--- config.mk ---
export PLATFORM = sky130hd
export DESIGN_NAME = bcd_stopwatch_ctrl
export DESIGN_NICKNAME = d
export VERILOG_FILES = /design/src/rtl/bcd_pkg.sv /design/src/rtl/bcd_inc12.sv /design/src/rtl/bcd_stopwatch_ctrl.sv
export SDC_FILE = /design/constraint.sdc
export NUM_CORES = 1
export LEC_CHECK = 0
export BUFFER_PORTS_ARGS = -buffer_cell sky130_fd_sc_hd__buf_2
export CORE_MARGIN = 2
export CORE_UTILIZATION = 45
export CTS_BUF_LIST = sky130_fd_sc_hd__clkbuf_4 sky130_fd_sc_hd__clkbuf_8
export CTS_CLUSTER_SIZE = 8
export DETAILED_ROUTE_END_ITERATION = 16
export PLACE_DENSITY = 0.69
export SYNTH_ARGS = -nofsm -noshare
export SYNTH_HDL_FRONTEND = slang
export SYNTH_SLANG_ARGS = --single-unit
--- constraint.sdc ---
create_clock -name clk -period 2.5 [get_ports clk]
set_clock_uncertainty 0.15 [all_clocks]
set_input_delay 0.25 -clock clk [delete_from_list [all_inputs] [get_ports clk]]
set_output_delay 0.25 -clock clk [all_outputs]
set_load 0.02 [all_outputs]
--- src/rtl/bcd_pkg.sv ---
// Shared state encoding and sizing helper for the BCD stopwatch controller.
package bcd_pkg;

  typedef enum logic [1:0] {
    ST_IDLE  = 2'd0,
    ST_RUN   = 2'd1,
    ST_PAUSE = 2'd2,
    ST_OVF   = 2'd3
  } sw_state_t;

  // Smallest prescaler width (at least 1) that can hold div-1.
  function automatic int unsigned cnt_width(input int unsigned div);
    int unsigned w;
    w = 1;
    while ((64'd1 << w) < 64'(div)) begin
      w = w + 1;
    end
    return w;
  endfunction

endpackage

--- src/rtl/bcd_inc12.sv ---
// Three-digit BCD incrementor: dout = din + 1 in BCD, carry set on 999 -> 000.
module bcd_inc12 (
  input  logic [11:0] din,
  output logic [11:0] dout,
  output logic        carry
);

  // Returns {carry_out, next_digit}; any digit at or above 9 wraps to 0 when carried into.
  function automatic logic [4:0] inc_digit(input logic [3:0] dig, input logic cin);
    logic [4:0] res;
    if (!cin) begin
      res = {1'b0, dig};
    end else if (dig >= 4'd9) begin
      res = {1'b1, 4'd0};
    end else begin
      res = {1'b0, dig + 4'd1};
    end
    return res;
  endfunction

  logic [4:0] u_s;
  logic [4:0] t_s;
  logic [4:0] h_s;

  // Ripple the carry through units, tens and hundreds.
  always_comb begin
    u_s   = inc_digit(din[3:0],  1'b1);
    t_s   = inc_digit(din[7:4],  u_s[4]);
    h_s   = inc_digit(din[11:8], t_s[4]);
    dout  = {h_s[3:0], t_s[3:0], u_s[3:0]};
    carry = h_s[4];
  end

endmodule

--- src/rtl/bcd_stopwatch_ctrl.sv ---
// Three-digit BCD stopwatch: IDLE/RUN/PAUSE/OVF control, DIV-cycle prescaler,
// and registered digit/status outputs.
module bcd_stopwatch_ctrl #(
  parameter int unsigned DIV  = 100000,
  parameter int unsigned WRAP = 0
) (
  input  logic       clk,
  input  logic       reset,
  input  logic       start,
  input  logic       stop,
  input  logic       clear,
  output logic [3:0] d0,
  output logic [3:0] d1,
  output logic [3:0] d2,
  output logic       running,
  output logic       ovf
);
  import bcd_pkg::*;

  localparam int unsigned   PW      = cnt_width(DIV);
  localparam logic [PW-1:0] PMAX    = PW'(DIV - 32'd1);
  localparam logic          WRAP_EN = (WRAP != 32'd0);

  sw_state_t   state_r;
  sw_state_t   state_nxt_s;
  logic [PW-1:0] presc_r;
  logic [PW-1:0] presc_nxt_s;
  logic [11:0] digits_s;
  logic [11:0] digits_nxt_s;
  logic [11:0] inc_s;
  logic        carry_s;
  logic        step_s;
  logic        running_nxt_s;
  logic        ovf_nxt_s;

  assign digits_s = {d2, d1, d0};

  bcd_inc12 u_inc (
    .din   (digits_s),
    .dout  (inc_s),
    .carry (carry_s)
  );

  // A step is lost if stop or clear lands on the terminal prescaler cycle.
  always_comb begin
    step_s = (state_r == ST_RUN) && (presc_r == PMAX) && !stop && !clear;
  end

  // Next-state, prescaler and digit logic with clear > stop > start priority.
  always_comb begin
    state_nxt_s  = state_r;
    presc_nxt_s  = presc_r;
    digits_nxt_s = digits_s;
    if (clear) begin
      state_nxt_s  = ST_IDLE;
      presc_nxt_s  = {PW{1'b0}};
      digits_nxt_s = 12'h000;
    end else begin
      case (state_r)
        ST_IDLE: begin
          if (start && !stop) begin
            state_nxt_s = ST_RUN;
          end else begin
            state_nxt_s = ST_IDLE;
          end
        end
        ST_RUN: begin
          if (stop) begin
            state_nxt_s = ST_PAUSE;
          end else if (step_s) begin
            presc_nxt_s = {PW{1'b0}};
            // Saturating build holds 999 and parks in OVF instead of wrapping.
            if (carry_s && !WRAP_EN) begin
              state_nxt_s = ST_OVF;
            end else begin
              digits_nxt_s = inc_s;
            end
          end else begin
            presc_nxt_s = presc_r + PW'(1'b1);
          end
        end
        ST_PAUSE: begin
          if (start && !stop) begin
            state_nxt_s = ST_RUN;
          end else begin
            state_nxt_s = ST_PAUSE;
          end
        end
        ST_OVF: begin
          state_nxt_s = ST_OVF;
        end
        default: begin
          state_nxt_s  = ST_IDLE;
          presc_nxt_s  = {PW{1'b0}};
          digits_nxt_s = 12'h000;
        end
      endcase
    end
    running_nxt_s = (state_nxt_s == ST_RUN);
    if (WRAP_EN) begin
      ovf_nxt_s = step_s && carry_s;
    end else begin
      ovf_nxt_s = (state_nxt_s == ST_OVF);
    end
  end

  // State, prescaler and output registers; reset overrides every input.
  always_ff @(posedge clk) begin
    if (reset) begin
      state_r <= ST_IDLE;
      presc_r <= {PW{1'b0}};
      d0      <= 4'd0;
      d1      <= 4'd0;
      d2      <= 4'd0;
      running <= 1'b0;
      ovf     <= 1'b0;
    end else begin
      state_r <= state_nxt_s;
      presc_r <= presc_nxt_s;
      d0      <= digits_nxt_s[3:0];
      d1      <= digits_nxt_s[7:4];
      d2      <= digits_nxt_s[11:8];
      running <= running_nxt_s;
      ovf     <= ovf_nxt_s;
    end
  end

endmodule

[After elaboration in Yosys (flattened, before gate mapping)]
Cells that the tools add are included.
Storage, ports and cells
  output and inout port bits: 14
  register bits after elaboration: 33
  memory bits (writable): 0
  memories kept: 0
  bits in latches: 0
  input port bits: 5
  bits in read-only memories: 0
Cells by class
  magnitude comparators: 3
  bitwise operators: 2
  multiplexer cells: 13
  reductions and logical operators: 12
  eq/ne operators: 6
  add/sub/neg operators: 4
  divide/modulo/power cells: 0
  shift-type cells: 0
  multiply operators: 0
Operators by type and width (number)
  two-way mux 5 bit: 5
  adder 17 x 1 -> 17 bit, second input constant: 1
  == test 17 bit, second input constant: 1
  two-way mux 17 bit: 1
  adder 4 x 1 -> 4 bit, second input constant: 3
  >= comparator 4 bit, second input constant: 3
  two-way mux 2 bit: 5
  AND reduction 5 bit: 2
  one-hot mux 2 bit (4 select lines): 1
  == test 2 bit, second input constant: 3
  == test 2 x 1 -> 1 bit, second input constant: 2
  logical AND 1 bit: 4
  AND reduction 4 bit: 1
  zero test 1 bit: 2
  zero test 2 bit: 1
  NOT 1 bit: 2
  AND reduction 2 bit: 1
  OR reduction 2 bit: 1
  two-way mux 1 bit: 1

[Logic depth before layout (Yosys ltp)]
Gate-level depths: netlist (run 1).
  depth in word-level cells: 10
  depth in mapped cells: 7
  gate-level depth less buffers: 6

[Cells and area by module]
From an unflattened synthesis (run 1), not the netlist that was laid out.
Unflattened totals
  cell total of the unflattened synthesis: 232
  area, all modules: 1936.9 µm²
Modules (own cells, without submodules)
  bcd_stopwatch_ctrl: instances 1, sequential area each 660.6 µm², cells an instance 180, area each 1570.3 µm²
  bcd_inc12: instances 1, sequential area each 0.0 µm², cells an instance 52, area each 366.6 µm²

[Worst setup path before layout (run 1)]
OpenSTA, ideal clock, no wires.
  kind: register to register
  from: register d1[1]
  to: register d0[2]
  required time: 2.207 ns
  setup slack: 0.185 ns
  buffers on the path: 0
  data arrival time: 2.022 ns
  cell stages (with the launch flop): 7
  cell sequence: dfxtp_1 > inv_1 > ha_1 > or3b_2 > nor4b_1 > a2111oi_1 > o211ai_1
Between the ends
  cells in the longest elaborated chain, start to end: 6
RTL lines
  from (decl): line bcd_stopwatch_ctrl.sv:13  | output logic [3:0] d1,
  from (signal assigned): line bcd_stopwatch_ctrl.sv:121  | d1 <= digits_nxt_s[7:4];
  >= comparator 4 bit: line bcd_inc12.sv:13  | end else if (dig >= 4'd9) begin
  two-way mux 5 bit: line bcd_inc12.sv:13
  two-way mux 5 bit (2 in a row): line bcd_inc12.sv:11  | if (!cin) begin
  NOT 1 bit (no line)
  AND reduction 4 bit (no line)
  to (signal assigned): line bcd_stopwatch_ctrl.sv:120  | d0 <= digits_nxt_s[3:0];
  to (decl): line bcd_stopwatch_ctrl.sv:12  | output logic [3:0] d0,
No other way between the ends.
A chain may end at the register's enable or synchronous reset.

[Final worst setup path (run 1)]
Same ends and word-level chain as after synthesis.

==> results of run 1 <==
stage by stage:
step,setup WS [ns],hold WS (ns),instances,area [um^2],util
floorplan,0.185,0.179,214,1870,-
global placement,0.275,0.313,279,2030,0.506
detailed placement,0.236,0.317,279,2030,0.506
CTS,0.198,0.0362,287,2130,0.532
global route,0.0972,0.0417,287,2130,0.533
finish,0.245,0.0404,287,2130,0.533
flip-flops by register name, indices dropped and copies added, names as in the netlist:
| name | cells |
|---|---|
| presc_r | 17 |
| d0 | 4 |
| d1 | 4 |
| d2 | 4 |
| state_r | 2 |
| ovf | 1 |
| running | 1 |
area by class of cell:
type / instances / area [um^2] / share of cell area
Clock buffer: 7 / 96.3 / 0.0452
Clock inverter: 1 / 5.00 / 0.00235
Inverter: 13 / 48.8 / 0.0229
Multi-Input combinational cell: 161 / 1140 / 0.534
Sequential cell: 33 / 661 / 0.310
Tap cell: 50 / 62.6 / 0.0293
Timing Repair Buffer: 22 / 120 / 0.0563
power groups by stage:
| stage | Clock [mW] | Sequential (mW) | Combinational [mW] |
|---|---|---|---|
| finish | 0.446 | 0.528 | 0.0302 |
| detailed placement | 0 | 0.540 | 0.0302 |
| global placement | 0 | 0.540 | 0.0301 |
| floorplan | 0 | 0.541 | 0.0184 |
| global route | 0.484 | 0.528 | 0.0334 |
| CTS | 0.455 | 0.528 | 0.0303 |
synthesized netlist by cell type, types with 3 or more instances:
cell       n
and3_1     3
nor2_1    13
nor3b_1    3
nand3_1   11
o31ai_1    7
ha_1      10
xor2_1     6
a21oi_1   12
inv_1     13
xnor2_1    3
clkbuf_1   5
or3_1      5
and4_1     5
o21ai_0    7
nand2_1   14
nand4_1   12
dfxtp_1   33
nor3_1     6
nor4_1     3
layout by cell type, fill, tap and decap left out, drive strengths merged, types with 2 or more instances in the layout:
cell type and count:
nand3 11, nor3 6, ha 10, nand2 14, a21oi 13, or4 4, o211ai 2, o21ai 7
xor2 6, buf 22, nor2 13, nand2b 2, or3 5, clkbuf 7, and4bb 2, and2 2
and4 5, or3b 3, a211oi 2, dfxtp 33, and3 4, or2 2, nand4 12, o32ai 2
o31ai 7, xnor2 3, nand4b 3, nor4b 2, inv 13, nor4 3, nor3b 3
worst reg2reg max path, stage by stage, from the launching register on:
cell	delay, ns
dfxtp_1	0.38
inv_1	0.09
ha_1	0.18
or3b_2	0.48
nor4b_2	0.21
a2111oi_1	0.36
buf_4	0.19
o211ai_1	0.08
per-layer routing:
metal,track usage,vias up
li1,-,843
met1,0.259,795
met2,0.316,29
met3,0.0552,7
met4,0.0675,0
met5,0,-
path summary, 6_finish.rpt:
check / startpoint / end / cells after the start
min reg2reg: presc_r[1] / presc_r[1] / 2
max: d1[1] / d0[2] / 7
min: reset / state_r[1] / 2
max reg2reg: d1[1] / d0[2] / 7
what timing repair did:
item / 4_1_cts / 5_1_grt
setup buffers: 0 / 0
setup endpoints to repair: 0 / 3
hold buffers: 0 / 0
gates resized for setup: 0 / 1
cell families (layout without fill, tap and decap cells):
group,after synthesis,after routing,synth area share
fa+ha+maj,10,10,0.0668
flops,33,33,0.353
buf+inv,20,43,0.0414
mux,1,1,0.00535
compound gates,39,39,0.139
xor+xnor,9,9,0.0421
simple gates,102,102,0.352
==> results.yml, run 1 <==
pwr:
  power.total_mw: 1.00
  p_clk_frac: 0.444
  p_sw_uw: 219
  p_per_area_nw_per_um2: 471
  p_sw_frac: 0.218
  ir_drop_mv: 0.341
  p_int_uw: 785
  leakagePower_nw: 0.772
  p_comb_frac: 0.030
  p_seq_frac: 0.526
critical_path:
  crit_required_ns: 2.51
  reg2reg_slack_ns: 0.24
  path_cells: "inv_1 > ha_1 > or3b_2 > nor4b_2 > a2111oi_1 > buf_4 > o211ai_1"
  cp_top_family: "simple AND/OR/NAND/NOR gates"
  end_kind: "flop"
  startpoint_type: "flop"
  criticalPathCategory: "reg -> reg"
  crit_path_max_fanout: 4
  cpMaxStageDelayCell: "or3b_2"
  cp.buffers_inverters: 2
  arrival_ns: 2.27
  worst_path_largest_cell_delay_ns: 0.48
routing:
  wl_per_cell_um: 14.4
  drt_iter0_drc: 89
  routed_via_density: 5.83
  dr_wl_met2_um: 1850
  num_vias: 1674
  wl_um: 4140
  ant_nets: 0
  top_layer_used: "met4"
  dr_wl_met3_um: 152
  firstDrtPassIters: 4
  drcViolationCount: 0
  wl_met1_um: 2080
cts:
  htree_levels: 2
  cts_buffer_depth: 2
  cts_buffers: 5
  cts_sinks: 33
  cts_tree: "yes"
  cts_root_buf: "clkbuf_8"
  clk_latency_ns: 0.29
  clk_pin_slew_ns: 0.07
placement:
  gp_congestion: 0.798
  port_buffers: 18
  dp_hpwl_um: 3020
outcome:
  status: "finished clean"
sta:
  rsz0062_at_grt: "false"
  tns_ns: 0
  max_freq_mhz: 443
  slew_viol_final: 0
  hold_viol: 0
  slew_headroom: 0.594
  worst_pin_slew_ns: 0.606
  period_needed_ns: 2.26
  post-route-period-util: 0.902
  setup_viol: 0
die:
  die_x_um: 68.5
  ios: 19
  dieArea_um2: 4690
  die_h_um: 68.5
  start_util: 0.468
  core_um2: 4000
  num_rows: 23
synthesis:
  synth_seq_cells: 33
  synth_area_leader_cell: "dfxtp_1"
  syn_nets: 229
  synth_cells: 214
  async_flop_share: 0
  syn_avg_cell_area_um2: 8.75
  synth_top_area_frac: 0.353
  synth_area_um2: 1870
  yosysSeqAreaShare: 0.353
  yosys-top-cells-area: "dfxtp_1 (35%), ha_1 (6.7%), nand4_1 (4.0%), a21oi_1 (3.2%), nand3_1 (2.9%)"
  synth_edf_count: 0
  synth_cell_types: 50
  synth_flop_cell: "dfxtp_1"
  ys_warn_count: 0
global_routing:
  grt_max_degree: 18
  antenna_found_initial: 0
  grt_use_total: 0.199
  grt_pass1_wl_um: 6970
  grt.overflow.total: 0
  grt_pass1_vias: 1505
run:
  drv_cap: 0
hold_path:
  holdCritPathClass: "in -> reg"
cells_and_area:
  num_antenna_cells: 0
  nNetsFinal: 251
  fill_cells: 396
  syn2layout_area_growth_pct: 14.0
  drive_above_1_share: 0.190
No activity file was read; power rests on OpenSTA's default activity.
==> run 2: changes to the inputs <==
==> constraint.sdc (replaced) <==
create_clock -name clk -period 2.6 [get_ports clk]
set_clock_uncertainty 0.15 [all_clocks]
set_input_delay 0.26 -clock clk [delete_from_list [all_inputs] [get_ports clk]]
set_output_delay 0.26 -clock clk [all_outputs]
set_load 0.02 [all_outputs]
==> run 2 against run 1 <==
  * Final area shrank 1.2%
  * Routed wire length up 1.8%
  * Setup slack got worse by 0.070 ns
  * Largest power group unchanged
  * Register-to-register slack got worse by 0.07 ns
  * Die area is the same
  * Via count grew 0.18%
  * Sequential power is 3.8% lower
  * Cell count down 0.70%
  * Total power down 6.4%
  * Global-route usage up 1.5 points
  * First-iteration DRC count down 1.1%
==> results.yml, run 2 (synthesis gave the netlist of run 1 again) <==
outcome:
  status: "finished clean"
placement:
  gp_congestion: 0.853
  port_buffers: 18
  dp_hpwl_um: 3010
  numPlacedInstances: 278
sta:
  period_needed_ns: 2.43
  slew_viol_final: 0
  max_freq_mhz: 412
  post-route-period-util: 0.933
  hold_viol: 0
  rsz0062_at_grt: "false"
  setup_viol: 0
  worst_pin_slew_ns: 0.774
  tns_ns: 0
  slew_headroom: 0.476
die:
  die_x_um: 68.5
  dieArea_um2: 4690
  core_um2: 4000
  start_util: 0.468
  num_rows: 23
  die_h_um: 68.5
  ios: 19
global_routing:
  grt_pass1_vias: 1574
  antenna_found_initial: 0
  grt_pass1_wl_um: 7380
  grt_max_degree: 18
  grt.overflow.total: 0
  grt_use_total: 0.214
cells_and_area:
  layout_commonest_cell: "dfxtp_1"
  syn2layout_area_growth_pct: 12.6
  fin_util: 0.527
  nNetsFinal: 250
  num_antenna_cells: 0
  drive_above_1_share: 0.179
  layout_common_cells: "dfxtp_1 (33), buf_2 (18), nand2_1 (14), inv_1 (13), nor2_1 (13)"
  finalNonFillerCells: 285
  top_register: "presc_r"
  largest_reg_flops: 17
cts:
  clk_pin_slew_ns: 0.07
  cts_tree: "yes"
  cts_sinks: 33
  cts_buffer_depth: 2
  cts_buffers: 5
  clk_latency_ns: 0.29
  cts_resized: 0
  htree_levels: 2
  postCtsSetupRepairBufs: 0
  cts_root_buf: "clkbuf_8"
  cts_hold_buf: 0
pwr:
  ir_drop_mv: 0.427
  p_per_area_nw_per_um2: 446
  leakagePower_nw: 0.761
routing:
  dr_wl_met2_um: 1960
  routed_via_density: 5.88
  wl_met1_um: 2060
  dr_wl_met3_um: 149
  num_vias: 1677
  wl_per_cell_um: 14.8
  firstDrtPassIters: 4
  drt_iter0_drc: 88
  top_layer_used: "met4"
  drcViolationCount: 0
  wl_um: 4220
  ant_nets: 0
hold_path:
  hold_start: "reset"
  holdCritPathClass: "in -> reg"
critical_path:
  end_kind: "flop"
  crit_path_start: "d1[1]"
  startpoint_type: "flop"
  r2r_start: "d1[1]"
  crit_required_ns: 2.59
  criticalPathCategory: "reg -> reg"
  crit_path_max_fanout: 4
  arrival_ns: 2.42
run:
  drv_cap: 0
==> run 2: cell types whose count changed in the layout (fill, tap and decap cells not counted), sizes merged <==
cell,delta
buf,-1
clkinv,-1
==> run 2: area by class of cell <==
type / count / area (um^2)
flip-flops and latches: 33 / 661
fillers: 381 / 1890
clock buffers: 7 / 90.1
inverters: 13 / 48.8
multi-input cells: 161 / 1130
well taps: 50 / 62.6
repair buffers: 21 / 113
==> run 2: layer usage <==
layer,track usage,vias to the layer above
met2,0.339,25
met1,0.281,805
li1,-,843
met3,0.0503,4
met5,0,-
met4,0.0800,0
==> run 2: worst max-delay path: stages (launching register included) <==
cell and delay [ns]:
dfxtp_1 0.36, inv_1 0.09, ha_1 0.17, or3b_2 0.48, nor4b_1 0.22, a2111oi_1 0.64
o211ai_1 0.17
==> run 2: path summary, 6_finish.rpt <==
| path | cells after the start | slack [ns] | to |
|---|---|---|---|
| worst max-delay path | 6 | 0.17 | d0[2] |
| worst min-delay path | 2 | 0.06 | state_r[1] |
| worst max register to register | 6 | 0.17 | d0[2] |
| worst min register to register | 2 | 0.32 | presc_r[1] |
==> run 2: where the power goes <==
| group | total (mW) | internal, mW | switching, mW |
|---|---|---|---|
| registers | 0.508 | 0.507 | 0.00133 |
| logic | 0.0309 | 0.0105 | 0.0203 |
| clock network | 0.401 | 0.220 | 0.181 |
| total | 0.940 | 0.737 | 0.203 |
==> run 2: metrics by stage <==
step,hold slack [ns],power [mW],area [um^2],setup WS (ns)
floorplan,0.189,0.537,1870,0.285
global placement,0.309,0.550,2020,0.284
detailed placement,0.320,0.550,2020,0.205
CTS,0.0713,0.950,2110,0.191
global route,0.0687,0.976,2110,0.0424
finish,0.0646,0.940,2110,0.175
==> run 3: changes to the inputs <==
--- a/config.mk
+++ b/config.mk
@@ -5,6 +5,7 @@
 export SDC_FILE = /design/constraint.sdc
 export NUM_CORES = 1
 export LEC_CHECK = 0
+export ABC_AREA = 1
 export BUFFER_PORTS_ARGS = -buffer_cell sky130_fd_sc_hd__buf_2
 export CORE_MARGIN = 2
 export CORE_UTILIZATION = 45
==> run 3 against run 2 <==
  * Sequential share of layout area increased by 1.6 points
  * Area after synthesis decreased by 5.7%
  * Clock power about the same
  * Setup slack improved by 0.48 ns
  * Combinational power decreased by 15%
  * Cell count increased by 8.4%
  * Flip-flop and latch count unchanged
  * Register-to-register slack improved by 0.48 ns
  * Critical path depth increased by 1
  * Final area decreased by 4.8%
  * Count of clock-buffer cells in the layout unchanged
  * Largest power group unchanged
  * Highest routed layer unchanged
==> results.yml, run 3 <==
run:
  drv_cap: 0
cells_and_area:
  fill_cells: 366
  syn2layout_area_growth_pct: 13.8
  num_antenna_cells: 0
  final_area_um2: 2010
  layout_common_cells: "nand2_1 (41), dfxtp_1 (33), inv_1 (31), nor2_1 (28), nand3_1 (19)"
  top_register: "presc_r"
  fin_util: 0.540
  nNetsFinal: 276
  drive_above_1_share: 0.192
  layout_commonest_cell: "nand2_1"
  largest_reg_flops: 17
routing:
  drt_iter0_drc: 66
  ant_nets: 0
  routed_via_density: 4.87
  wl_um: 3420
  wl_per_cell_um: 11.1
  firstDrtPassIters: 6
  num_vias: 1506
  drcViolationCount: 0
sta:
  slew_headroom: 0.707
  worst_pin_slew_ns: 0.438
  max_freq_mhz: 514
  setup_viol: 0
  slew_viol_final: 0
  hold_viol: 0
  rsz0062_at_grt: "false"
  post-route-period-util: 0.748
  period_needed_ns: 1.94
  tns_ns: 0
die:
  die_x_um: 66.6
  num_rows: 22
  die_h_um: 66.6
  core_um2: 3720
  start_util: 0.475
  dieArea_um2: 4440
  ios: 19
hold_path:
  hold_start: "reset"
  hold_path_end: "state_r[1]"
  holdCritPathClass: "in -> reg"
  hold_path_depth: 2
synthesis:
  yosysSeqAreaShare: 0.374
  syn_nets: 251
  ys_top_cells_by_count: "nand2_1 (41), dfxtp_1 (33), inv_1 (31)"
  async_flop_share: 0
  synth_area_um2: 1760
  ys_warn_count: 0
  synth_most_common_cell: "nand2_1"
  syn_avg_cell_area_um2: 7.48
  synth_cells: 236
  yosys-top-cells-area: "dfxtp_1 (37%), nand2_1 (8.7%), ha_1 (7.1%), inv_1 (6.6%), nor2_1 (6.0%)"
  synth_seq_cells: 33
  synth_cell_types: 34
  synth_top_area_frac: 0.374
  synth_area_leader_cell: "dfxtp_1"
  synth_edf_count: 0
  synth_flop_cell: "dfxtp_1"
global_routing:
  grt.overflow.total: 0
  grt_use_total: 0.171
  grt_max_degree: 13
  grt_pass1_vias: 1322
  grt_pass1_wl_um: 5720
  antenna_found_initial: 0
critical_path:
  path_cells: "inv_1 > ha_1 > a21oi_2 > nand3b_1 > o21ai_0 > nand2_1 > nor2_1"
  arrival_ns: 2.01
  end_kind: "flop"
  r2r_start: "d1[0]"
  crit_path_max_fanout: 8
  crit_required_ns: 2.67
  worst_path_largest_cell_delay_ns: 0.40
  startpoint_type: "flop"
  criticalPathCategory: "reg -> reg"
  r2r_cells: 7
  regToRegEndpoint: "state_r[1]"
  cpMaxStageDelayCell: "dfxtp_1"
  reg2reg_slack_ns: 0.66
cts:
  cts_root_buf: "clkbuf_8"
  cts_buffer_depth: 2
  htree_levels: 2
  clk_latency_ns: 0.29
  cts_buffers: 5
  postCtsSetupRepairBufs: 0
  cts_sinks: 33
  clk_pin_slew_ns: 0.06
  cts_tree: "yes"
  cts_hold_buf: 0
  cts_resized: 0
pwr:
  p_per_area_nw_per_um2: 465
  leakagePower_nw: 0.788
  ir_drop_mv: 0.377
outcome:
  status: "finished clean"
placement:
  place_area_um2: 1920
  port_buffers: 18
  gp_congestion: 0.805
  dp_hpwl_um: 2580
-- run 3: cell types whose count changed in the layout (fill, tap and decap cells not counted), moves of 6 or more --
| cell | before | now |
|---|---|---|
| nand4_1 | 12 | 5 |
| nor2_2 | 0 | 6 |
| nand3_1 | 11 | 19 |
| nor2_1 | 13 | 28 |
| o31ai_1 | 7 | 1 |
| nand2_1 | 14 | 41 |
| inv_1 | 13 | 31 |
-- run 3: per-layer routing --
metal  wire length (um)  up-vias  track usage
met3                136        6       0.0473
met1               1670      664        0.220
met4                 42        0       0.0536
met2               1560       25        0.276
met5                  0        -            0
li1                   -      811            -
-- run 3: worst max-delay path by stage --
stage,from,to,cells after the start
2_1_floorplan,d1[0],d0[2],9
3_3_place_gp,d1[0],ovf,7
3_5_place_dp,d1[0],state_r[1],7
4_1_cts,d1[0],state_r[1],7
5_1_grt,d0[1],d1[3],9
6_report,d1[0],state_r[1],7
-- run 3: cells by family (layout without fill, tap and decap cells) --
family | after synthesis | in the layout | share of synthesized area
and+or+nand+nor | 123 | 123 | 0.357
buffers and inverters | 35 | 60 | 0.0759
DFF | 33 | 33 | 0.374
AOI/OAI and AO/OA | 29 | 29 | 0.0915
adders and majority gates | 10 | 10 | 0.0709
xor gates and xnor gates | 6 | 6 | 0.0298
-- run 3: power breakdown --
part	switching [mW]	internal, mW
registers	0.000828	0.507
clock network	0.178	0.220
logic	0.0184	0.00783
total	0.198	0.735
-- run 3: stage by stage --
step           cells  power, mW  worst slack, ns  hold slack, ns
2_1_floorplan    236      0.535            0.700           0.182
3_3_place_gp     302      0.545            0.680           0.305
3_5_place_dp     302      0.545            0.683           0.309
4_1_cts          309      0.939            0.651          0.0157
5_1_grt          309      0.963            0.457          0.0202
6_report         309      0.932            0.656          0.0136
-- run 3: cell type report --
cell class	instances	area, um^2	share of cell area
Clock buffer	7	90.1	0.0449
Inverter	34	129	0.0642
Multi-Input combinational cell	168	970	0.483
Sequential cell	33	661	0.329
Tap cell	48	60.1	0.0299
Timing Repair Buffer	19	97.6	0.0486
-- run 3: worst max-delay path, delay by kind of cell (launching register included) --
kind	cells	cell delay [ns]
AOI/OAI and AO/OA	2	0.61
and+or+nand+nor	3	0.42
DFF	1	0.40
adders and majority gates	1	0.21
buffers and inverters	1	0.10
